**src/rtl/match_controller.sv**
```systemverilog
// Match sequencer: IDLE -> INTRO -> PvP/PvAI fight -> GAME_OVER -> IDLE.
// Owns both health counters, the round clock and the winner flag; every output is registered.
module match_controller #(
    parameter int HP_W          = 4,
    parameter int HP_MAX        = 10,
    parameter int TICKS_PER_SEC = 60,
    parameter int ROUND_SEC     = 99,
    parameter int INTRO_TICKS   = 180,
    parameter int OVER_TICKS    = 300
) (
    input  logic            clk,
    input  logic            reset,
    input  logic            tick,
    input  logic            start,
    input  logic            mode_ai,
    input  logic            p1_hit,
    input  logic            p2_hit,
    output logic [2:0]      state,
    output logic            players_rst,
    output logic            ai_en,
    output logic [HP_W-1:0] p1_hp,
    output logic [HP_W-1:0] p2_hp,
    output logic [6:0]      round_sec,
    output logic [1:0]      winner
);

    // One shared frame-tick counter, sized for the longest phase it has to time.
    localparam int CNT_MAX_A = (INTRO_TICKS > OVER_TICKS) ? INTRO_TICKS : OVER_TICKS;
    localparam int CNT_MAX   = (CNT_MAX_A > TICKS_PER_SEC) ? CNT_MAX_A : TICKS_PER_SEC;
    localparam int CNT_W     = $clog2(CNT_MAX + 1);

    localparam logic [CNT_W-1:0] INTRO_LAST = CNT_W'(INTRO_TICKS - 1);
    localparam logic [CNT_W-1:0] OVER_LAST  = CNT_W'(OVER_TICKS - 1);
    localparam logic [CNT_W-1:0] SEC_LAST   = CNT_W'(TICKS_PER_SEC - 1);
    localparam logic [HP_W-1:0]  HP_INIT    = HP_W'(HP_MAX);
    localparam logic [6:0]       SEC_INIT   = 7'(ROUND_SEC);

    localparam logic [1:0] WIN_NONE = 2'b00;
    localparam logic [1:0] WIN_P1   = 2'b01;
    localparam logic [1:0] WIN_P2   = 2'b10;
    localparam logic [1:0] WIN_DRAW = 2'b11;

    typedef enum logic [2:0] {
        S_IDLE  = 3'd0,
        S_INTRO = 3'd1,
        S_PVP   = 3'd2,
        S_PVAI  = 3'd3,
        S_OVER  = 3'd4
    } state_t;

    state_t           state_q;
    logic             mode_q;
    logic [CNT_W-1:0] tick_cnt;

    logic [HP_W-1:0]  p1_hp_nx;
    logic [HP_W-1:0]  p2_hp_nx;
    logic [6:0]       round_sec_nx;
    logic [CNT_W-1:0] fight_cnt_nx;
    logic             sec_roll;
    logic             fight_end;
    logic [1:0]       winner_nx;

    assign state = state_q;

    // Fight-cycle next values: hits and the clock tick of the final cycle are
    // folded in before the end-of-fight test and the winner comparison.
    always_comb begin
        p1_hp_nx     = p1_hp;
        p2_hp_nx     = p2_hp;
        round_sec_nx = round_sec;
        fight_cnt_nx = tick_cnt;
        sec_roll     = tick && (tick_cnt == SEC_LAST);

        if (p2_hit && (p1_hp != '0)) begin
            p1_hp_nx = p1_hp - 1'b1;
        end
        if (p1_hit && (p2_hp != '0)) begin
            p2_hp_nx = p2_hp - 1'b1;
        end
        if (tick) begin
            fight_cnt_nx = sec_roll ? '0 : tick_cnt + 1'b1;
        end
        if (sec_roll && (round_sec != '0)) begin
            round_sec_nx = round_sec - 1'b1;
        end

        fight_end = (p1_hp_nx == '0) || (p2_hp_nx == '0) || (round_sec_nx == '0);

        if (p1_hp_nx > p2_hp_nx) begin
            winner_nx = WIN_P1;
        end else if (p2_hp_nx > p1_hp_nx) begin
            winner_nx = WIN_P2;
        end else begin
            winner_nx = WIN_DRAW;
        end
    end

    always_ff @(posedge clk) begin
        if (reset) begin
            state_q     <= S_IDLE;
            mode_q      <= 1'b0;
            tick_cnt    <= '0;
            players_rst <= 1'b1;
            ai_en       <= 1'b0;
            p1_hp       <= HP_INIT;
            p2_hp       <= HP_INIT;
            round_sec   <= SEC_INIT;
            winner      <= WIN_NONE;
        end else begin
            case (state_q)
                S_IDLE: begin
                    tick_cnt <= '0;
                    if (start) begin
                        state_q   <= S_INTRO;
                        mode_q    <= mode_ai;
                        p1_hp     <= HP_INIT;
                        p2_hp     <= HP_INIT;
                        round_sec <= SEC_INIT;
                        winner    <= WIN_NONE;
                    end
                end

                S_INTRO: begin
                    if (tick) begin
                        if (tick_cnt == INTRO_LAST) begin
                            state_q     <= mode_q ? S_PVAI : S_PVP;
                            tick_cnt    <= '0;
                            players_rst <= 1'b0;
                            ai_en       <= mode_q;
                        end else begin
                            tick_cnt <= tick_cnt + 1'b1;
                        end
                    end
                end

                S_PVP, S_PVAI: begin
                    p1_hp     <= p1_hp_nx;
                    p2_hp     <= p2_hp_nx;
                    round_sec <= round_sec_nx;
                    if (fight_end) begin
                        state_q     <= S_OVER;
                        tick_cnt    <= '0;
                        players_rst <= 1'b1;
                        ai_en       <= 1'b0;
                        winner      <= winner_nx;
                    end else begin
                        tick_cnt <= fight_cnt_nx;
                    end
                end

                S_OVER: begin
                    if (tick) begin
                        if (tick_cnt == OVER_LAST) begin
                            state_q  <= S_IDLE;
                            tick_cnt <= '0;
                        end else begin
                            tick_cnt <= tick_cnt + 1'b1;
                        end
                    end
                end

                default: begin
                    state_q     <= S_IDLE;
                    tick_cnt    <= '0;
                    players_rst <= 1'b1;
                    ai_en       <= 1'b0;
                end
            endcase
        end
    end

endmodule

```
**config.mk**
```make
export PLATFORM = sky130hd
export DESIGN_NAME = match_controller
export DESIGN_NICKNAME = d
export VERILOG_FILES = /design/src/rtl/match_controller.sv
export SDC_FILE = /design/constraint.sdc
export NUM_CORES = 1
export LEC_CHECK = 0
export ABC_AREA = 1
export CORE_UTILIZATION = 45
export CTS_CLUSTER_SIZE = 8
export DETAILED_ROUTE_END_ITERATION = 8
export GPL_ROUTABILITY_DRIVEN = 0
export PLACE_DENSITY = 0.72
export SLEW_MARGIN = 20
export SYNTH_ARGS = -nofsm -noshare
export SYNTH_HDL_FRONTEND = slang
export SYNTH_SLANG_ARGS = --single-unit
```
**constraint.sdc**
```tcl
create_clock -name clk -period 5.7 [get_ports clk]
set_clock_uncertainty 0.1 [all_clocks]
set_input_delay 0.57 -clock clk [delete_from_list [all_inputs] [get_ports clk]]
set_output_delay 0.57 -clock clk [all_outputs]
set_load 0.01 [all_outputs]
```
Yosys cells after proc, flatten, opt, wreduce, memory -nomap -nowiden
Cells that the tools add are included.
{"block": "classes", "n_addsub": 4, "magnitude_cmp": 2, "eq_ne": 14, "muxes": 37, "bitwise": 1, "reduce_logical": 22}
{"operator": "9-bit 2-to-1 mux", "count": 7}
{"operator": "9-bit one-hot mux with 3 select lines", "count": 1}
{"operator": "3-bit 2-to-1 mux", "count": 6}
{"operator": "4-bit one-hot mux with 2 select lines", "count": 2}
{"operator": "7-bit 2-to-1 mux", "count": 2}
{"operator": "7-bit one-hot mux with 2 select lines", "count": 1}
{"operator": "4-bit 2-to-1 mux", "count": 3}
{"operator": "2-bit != test (second input constant)", "count": 6}
{"operator": "3-bit one-hot mux with 4 select lines", "count": 1}
{"operator": "9-bit by 1-bit adder with 9-bit output (second input constant)", "count": 1}
{"operator": "9-bit by 6-bit == test with 1-bit output (second input constant)", "count": 1}
{"operator": "9-bit by 8-bit == test with 1-bit output (second input constant)", "count": 1}
{"operator": "9-bit == test (second input constant)", "count": 1}
{"operator": "4-bit > comparator", "count": 2}
{"operator": "4-bit logical NOT", "count": 2}
{"operator": "1-bit 2-to-1 mux", "count": 8}
{"operator": "4-bit nonzero test", "count": 2}
{"operator": "4-bit by 1-bit subtractor with 4-bit output (second input constant)", "count": 2}
{"operator": "7-bit logical NOT", "count": 1}
{"operator": "7-bit nonzero test", "count": 1}
{"operator": "7-bit by 1-bit subtractor with 7-bit output (second input constant)", "count": 1}
{"operator": "3-bit by 2-bit == test with 1-bit output (second input constant)", "count": 2}
{"operator": "2-bit 2-to-1 mux", "count": 3}
{"operator": "1-bit one-hot mux with 3 select lines", "count": 2}
{"operator": "14 further kinds", "count": 21}
{"block": "totals", "register_bits": 32, "inputBits": 7, "output_inout_bits": 22, "word_cells": 89}

Logic depth before layout (Yosys ltp)
Gate-level depths: netlist of run 1.
{"block": "logic_depth", "depth_word": 8, "depth_mapped": 16}

Worst setup path before layout of run 1
OpenSTA, ideal clock, no wires.
{"block": "synth_path", "path_type": "register to register", "from": "reg p2_hp[0]", "to": "reg winner[0]", "setup_time_ps": 70, "arrival_time_ps": 1979, "required_ps": 5530, "setup_slack_ps": 3551, "path_stages_with_launch": 15, "synth_period_minus_slack_ps": 2149, "cell_sequence": "dfxtp_1 > inv_1 > ha_1 > nand3_1 > nand2_2 > o21ai_0 > inv_1 > ha_1 > inv_1 > nor2_1 > o211ai_1 > nand2_1 > nand2_1 > nand3_1 > a21oi_1"}
{"block": "synth_via", "elab_chain_cells": 8, "elab_cells_between_ends": 15, "classes_between": "add/sub (1); order compare (2); eq/ne (1); mux (5); reduce/logical (6)"}
{"item": "start: declaration", "line_no": "22", "rtl": "output logic [HP_W-1:0] p2_hp,"}
{"item": "start signal: assignment", "line_no": "138", "rtl": "p2_hp <= p2_hp_nx;"}
{"item": "branches (longest 2 deep; another with 4-bit by 1-bit subtractor with 4-bit output)"}
{"item": "4-bit 2-to-1 mux *", "line_no": "77", "rtl": "if (p1_hit && (p2_hp != '0)) begin"}
{"item": "4-bit > comparator or 4-bit logical NOT (tied branches)", "line_no": "91, 87"}
{"item": "1-bit 2-to-1 mux or 1-bit logical OR (tied branches)", "line_no": "91, 87"}
{"item": "2-bit 2-to-1 mux or 1-bit logical OR (tied branches)", "line_no": "89, 87"}
{"item": "2-bit 2-to-1 mux or 2-bit != test (tied branches)"}
{"item": "2-bit one-hot mux with 2 select lines or 3-bit AND reduction (tied branches)"}
{"item": "end signal: assignment", "line_no": "145", "rtl": "winner <= winner_nx;"}
{"item": "end: declaration", "line_no": "24", "rtl": "output logic [1:0] winner"}
Mark *: on every way between the ends. The select of a mux whose other input is x is not followed.
A chain may end at the register's enable or synchronous reset.

Worst setup path in the final report of run 1
{"block": "layout_path", "from": "in tick", "to": "reg ai_en"}
{"block": "layout_via", "elab_chain_cells": 7, "elab_cells_between_ends": 8, "classes_between": "eq/ne (2); mux (1); reduce/logical (5)"}
{"item": "start: declaration", "line_no": "13", "rtl": "input logic tick,"}
{"item": "1-bit logical AND", "line_no": "72", "rtl": "sec_roll = tick && (tick_cnt == SEC_LAST);"}
{"item": "1-bit logical AND", "line_no": "83", "rtl": "if (sec_roll && (round_sec != '0)) begin"}
{"item": "7-bit 2-to-1 mux", "line_no": "83"}
{"item": "7-bit logical NOT", "line_no": "87", "rtl": "fight_end = (p1_hp_nx == '0) || (p2_hp_nx == '0) || (round_sec_nx == '0);"}
{"item": "1-bit logical OR", "line_no": "87"}
{"item": "2-bit != test (no source line)"}
{"item": "4-bit AND reduction (no source line) *"}
{"item": "end signal: assignment", "line_no": "129", "rtl": "ai_en <= mode_q;"}
{"item": "end: declaration", "line_no": "20", "rtl": "output logic ai_en,"}
Every way passes the cells marked *; elsewhere a longest branch is shown, timed or not.

==> results of run 1 <==
-- synth_stat cells (2+ instances only) --
library cell	n
o21ai_2	3
nand2_8	2
nand3b_1	2
nand3_1	42
o21ai_0	10
nand4_1	11
dfxtp_1	32
o21ai_1	2
clkbuf_1	3
a21oi_1	22
ha_1	8
nand2_2	4
inv_1	44
xor2_1	9
nor2_1	23
nor3_1	4
o22ai_1	6
nor2_2	4
inv_2	3
nand3_2	2
nand2_1	76
-- path summary, 6_finish.rpt --
path,endpoint,slack (ns),cells after the start
worst max-delay path,ai_en$_SDFFE_PP0P_,3.05,13
worst min-delay path,players_rst$_SDFFE_PP1P_,0.37,2
worst max register to register,ai_en$_SDFFE_PP0P_,3.23,15
worst min register to register,players_rst$_SDFFE_PP1P_,0.37,2
-- kinds of logic (layout without fill, tap and decap cells) --
kind of cell	after synthesis	after routing	synth area share [%]
compound gates	49	49	13.1
xor+xnor	10	10	4.10
fa+ha+maj	8	8	4.68
buf+inv	52	85	9.54
flops	32	32	30.0
simple gates	173	173	38.6
-- layer usage --
metal,vias to the layer above,track usage (%)
li1,1133,-
met1,992,30.7
met2,52,35.1
met3,5,4.27
met4,0,7.56
met5,-,0
-- state kept, by name, indices dropped and copies added, names as in the netlist --
register and cells:
tick_cnt 9, round_sec 7, p1_hp 4, p2_hp 4
state 3, winner 2, ai_en 1, mode_q 1
players_rst 1
-- where the power goes --
part | leakage, nW | switching (mW) | total, mW | internal, mW
registers | 0.259 | 0.0184 | 0.265 | 0.246
clock network | 0.0455 | 0.0814 | 0.180 | 0.0984
logic | 0.789 | 0.203 | 0.319 | 0.116
total | 1.09 | 0.303 | 0.763 | 0.461
-- worst max-delay path, cell delays in order --
cell and delay, ns:
clkdlybuf4s50_1 0.46, inv_1 0.42, nor2_1 0.10, nand3_1 0.16, nor2_1 0.08, nand3_1 0.07, nand2_1 0.07, nor2_1 0.13
nand3_2 0.13, nand2_4 0.14, nand4_1 0.18, a21oi_1 0.16, nor2_1 0.05
-- cell type report --
cell class | instances | area (µm²) | area share, %
timing repair buffer | 30 | 295 | 11.5
tap | 52 | 65.1 | 2.54
clock buffer | 8 | 90.1 | 3.52
multi-input combinational | 240 | 1290 | 50.5
inverter | 47 | 176 | 6.89
sequential | 32 | 641 | 25.0
==> results.sh, run 1 <==
export IMPL_rsz0062_at_grt="false"
export IMPL_synth_warning_count=0
export IMPL_io_buffers=28
export IMPL_fillers=452
export IMPL_core_area_mm2=0.00444
export IMPL_synth_cells=324
export IMPL_synth_cell_type_count=33
export IMPL_hold_path_class="flip-flop to flip-flop"
export IMPL_worstPathRequired_ns=5.78
export IMPL_synth_top_area_cell="dfxtp_1"
export IMPL_top_layer="met4"
export IMPL_numCtsBuffers=5
export IMPL_postCtsHoldBufs=0
export IMPL_firstDrtPassIters=6
export IMPL_period_share_pct=46.4
export IMPL_synth_ff_type="dfxtp_1"
export IMPL_route_vias_total=2182
export IMPL_cts_root_buf="clkbuf_8"
export IMPL_hold_viol=0
export IMPL_syn2layout_area_growth_pct=19.8
export IMPL_report_final_slew_viol_count=0
export IMPL_clockBufferDepth=2
export IMPL_hpwl_um=3900
export IMPL_postLayoutCoreUtil_pct=57.6
export IMPL_wl_per_cell_um=12.5
export IMPL_worst_setup_path_end_kind="flip-flop"
export IMPL_startpoint_type="primary input"
export IMPL_drive_above_1_share_pct=7.84
export IMPL_fin_setup_tns_ns=0
export IMPL_wirelength_um=5100
export IMPL_max_slew_worst_pin_slew_ns=0.530
export IMPL_synth_area_top_cells="dfxtp_1 (30%), nand2_1 (13%), nand3_1 (9.8%)"
export IMPL_gr_total_overflow=0
export IMPL_timing_final_crit_period_ns=2.65
export IMPL_most_common_layout_cells="nand2_1 (76), inv_1 (44), nand3_1 (42)"
export IMPL_preCtsSetupSlack_ns=2.77
export IMPL_track_usage_pct=22.3
export IMPL_cts_sinks=32
export IMPL_placed_area_mm2=0.00247
export IMPL_cts_setup_buffers=0
export IMPL_max_freq_mhz=378
export IMPL_vdd_ir_drop_worst_uv=171
export IMPL_viasPerCell=5.33
export IMPL_post_cts_resized=0
export IMPL_p_per_area_mw_per_mm2=298
export IMPL_start_util_pct=48.1
export IMPL_drc=2
export IMPL_synth_edf_count=0
export IMPL_fp_dieW_um=70.9
export IMPL_finalSetupViolCount=0
export IMPL_drt_iter0_drc=180
export IMPL_synth_area_mm2=0.00214
export IMPL_worstHoldStart="players_rst$_SDFFE_PP1P_"
export IMPL_fin_cells=409
export IMPL_die_area_mm2=0.00503
export IMPL_r2r_start="round_sec[0]$_SDFFE_PP1P_"
export IMPL_crit_arrival_ns=2.73
export IMPL_fin_total_pwr_mw=0.763
export IMPL_p_leak_nw=1.09
export IMPL_cts_tree="done"
export IMPL_clk_pin_slew_worst_paths_ns=0.06
export IMPL_grt_pass1_vias=2001
export IMPL_startpoint="tick"
export IMPL_violations="design-rule violations"
export IMPL_cap_viol_max_count=0
export IMPL_ys_async_sr_fraction_pct=0
export IMPL_critPathKind="primary input to flip-flop"
export IMPL_antenna_cells=0
export IMPL_syn_nets=339
export IMPL_fin_area_mm2=0.00256
export IMPL_seq_area_frac_synth_pct=30.0
export IMPL_nNetsFinal=371
export IMPL_io_pins=29
export IMPL_synth_top_area_share_pct=30.0
export IMPL_status="finished with violations"
export IMPL_grt_max_degree=23
export IMPL_mostFrequentLayoutCell="nand2_1"
export IMPL_wl_met2_um=2380
export IMPL_avgSynthCellArea_um2=6.60
export IMPL_rows=24
export IMPL_antenna_found_initial=0
export IMPL_synth_seq_cells=32
export IMPL_hold_ws_ns=0.365
export IMPL_wl_met3_um=329
export IMPL_htree_levels=2
export IMPL_die_y_um=70.9
export IMPL_dp_cells=401
export IMPL_slew_limit_headroom_pct=64.6
export IMPL_postRouteAntennaNets=0
export IMPL_wirelength_met1_um=2350
export IMPL_worst_slack_ns=3.05
export IMPL_clock_latency_ns=0.28
export IMPL_grt_pass1_wl_um=8940
export IMPL_worst_path_max_fanout=14
Note: power is estimated with default switching activity, not from simulation.
==> inputs of run 2 (changes only) <==
PLACE_DENSITY = 0.75   (was 0.72)
clock period = 2.3 ns   (was 5.7 ns; I/O delays follow)
==> results.sh, run 2 (synthesis results as in run 1) <==
export IMPL_firstDrtPassIters=6
export IMPL_final_seq_area_um2=644
export IMPL_rows=24
export IMPL_most_common_layout_cells="nand2_1 (73), inv_1 (40), nand3_1 (40)"
export IMPL_worstPathRequired_ns=2.42
export IMPL_gr_total_overflow=0
export IMPL_worst_slack_ns=0.0908
export IMPL_start_util_pct=48.1
export IMPL_wl_per_cell_um=13.7
export IMPL_nNetsFinal=388
export IMPL_finalSetupViolCount=0
export IMPL_track_usage_pct=23.4
export IMPL_crit_arrival_ns=2.33
export IMPL_rsz0062_at_grt="true"
export IMPL_antenna_found_initial=0
export IMPL_clk_pin_slew_worst_paths_ns=0.06
export IMPL_fin_setup_tns_ns=0
export IMPL_wirelength_um=5830
export IMPL_dp_cells=411
export IMPL_timing_final_crit_period_ns=2.21
export IMPL_clock_latency_ns=0.29
export IMPL_grt_pass1_vias=2121
export IMPL_hpwl_um=4000
export IMPL_die_area_mm2=0.00503
export IMPL_critPathKind="flip-flop to flip-flop"
export IMPL_vdd_ir_drop_worst_uv=404
export IMPL_status="finished, final reports clean"
export IMPL_top_regs="tick_cnt x9, round_sec x7"
export IMPL_route_vias_total=2333
export IMPL_grt_pass1_wl_um=9280
export IMPL_htree_levels=2
export IMPL_top_register="tick_cnt"
export IMPL_p_per_area_mw_per_mm2=718
export IMPL_die_y_um=70.9
export IMPL_period_share_pct=96.1
export IMPL_whs_path_depth=2
export IMPL_p_leak_nw=1.19
export IMPL_syn2layout_area_growth_pct=32.1
export IMPL_cts_root_buf="clkbuf_8"
export IMPL_fin_cells=426
export IMPL_hold_viol=0
export IMPL_io_buffers=28
export IMPL_preCtsSetupSlack_ns=-0.0286
export IMPL_cts_tree="done"
export IMPL_fp_dieW_um=70.9
export IMPL_largest_reg_flops=9
export IMPL_fin_area_mm2=0.00282
export IMPL_multi_input_area_mm2=0.00142
export IMPL_numCtsBuffers=5
export IMPL_report_final_slew_viol_count=0
export IMPL_drc=0
export IMPL_drt_iter0_drc=178
export IMPL_worst_setup_path_end_kind="flip-flop"
export IMPL_worst_path_max_fanout=9
export IMPL_viasPerCell=5.48
export IMPL_antenna_cells=0
export IMPL_clockBufferDepth=2
export IMPL_io_pins=29
export IMPL_postRouteAntennaNets=0
export IMPL_startpoint_type="flip-flop"
export IMPL_core_area_mm2=0.00444
export IMPL_placed_area_mm2=0.00254
export IMPL_cap_viol_max_count=0
export IMPL_mostFrequentLayoutCell="nand2_1"
export IMPL_drive_above_1_share_pct=19.5
export IMPL_postCtsHoldBufs=0
export IMPL_slew_limit_headroom_pct=73.1
export IMPL_max_freq_mhz=453
export IMPL_cts_sinks=32
export IMPL_reg2regPathDepth=13
export IMPL_hold_path_class="flip-flop to flip-flop"
export IMPL_fillers=397
export IMPL_grt_max_degree=22
export IMPL_max_slew_worst_pin_slew_ns=0.402
run 2: cell count changes in the layout (fill, tap and decap cells not counted), sizes merged:
cell / previous run / this run
buf: 2 / 19
clkinv: 0 / 2
clkbuf: 8 / 6
run 2: path summary, 6_finish.rpt:
path | from | endpoint | slack [ns]
worst max-delay path | p1_hp[0]$_SDFFE_PP0P_ | tick_cnt[5]$_SDFFE_PP0P_ | 0.09
worst max register to register | p1_hp[0]$_SDFFE_PP0P_ | tick_cnt[5]$_SDFFE_PP0P_ | 0.09
worst min register to register | winner[1]$_SDFFE_PP0P_ | winner[1]$_SDFFE_PP0P_ | 0.38
worst min-delay path | winner[1]$_SDFFE_PP0P_ | winner[1]$_SDFFE_PP0P_ | 0.38
run 2: where the power goes:
group	switching, mW	total, mW	internal (mW)	leakage, nW
logic	0.567	0.919	0.352	0.882
clock network	0.211	0.449	0.238	0.0510
registers	0.0465	0.659	0.612	0.261
run 2: cell type report:
type	count	area share (%)
clock buffers	6	2.93
clock inverters	2	0.355
inverters	47	6.25
multi-input cells	240	50.4
flip-flops and latches	32	22.8
well taps	52	2.30
repair buffers	47	15.0
run 2: timing repair:
| item | 4_1_cts | 5_1_grt |
|---|---|---|
| gates resized for setup | 0 | 38 |
| setup endpoints to repair | 0 | 16 |
| endpoints found under the hold margin | 0 | 0 |
| setup buffers | 0 | 7 |
run 2: through the flow:
stage / hold WS (ns) / total power, mW / util, %
detailed placement: 0.347 / 1.48 / 57.3
global placement: 0.356 / 1.47 / 57.3
finish: 0.383 / 2.03 / 63.5
CTS: 0.367 / 1.93 / 59.3
floorplan: 0.226 / 1.21 / -
global route: 0.413 / 2.18 / 63.5
run 2: critical path, cell delays in order (launching register included):
cell,delay [ns]
dfxtp_1,0.35
inv_2,0.05
ha_2,0.18
nand2_2,0.09
o21ai_4,0.08
o21ai_0,0.28
inv_1,0.11
nand3_1,0.10
nor2_2,0.06
nor2_2,0.18
nand3_1,0.15
nand2_4,0.15
nand3_1,0.12
a21oi_2,0.14
run 2: layer usage:
metal,global-route usage (%),part of all wire [%],vias up
li1,-,-,1168
met1,28.8,42,1052
met2,38.5,49,98
met3,4.84,6.9,15
met4,12.4,2.4,0
met5,0,0,-
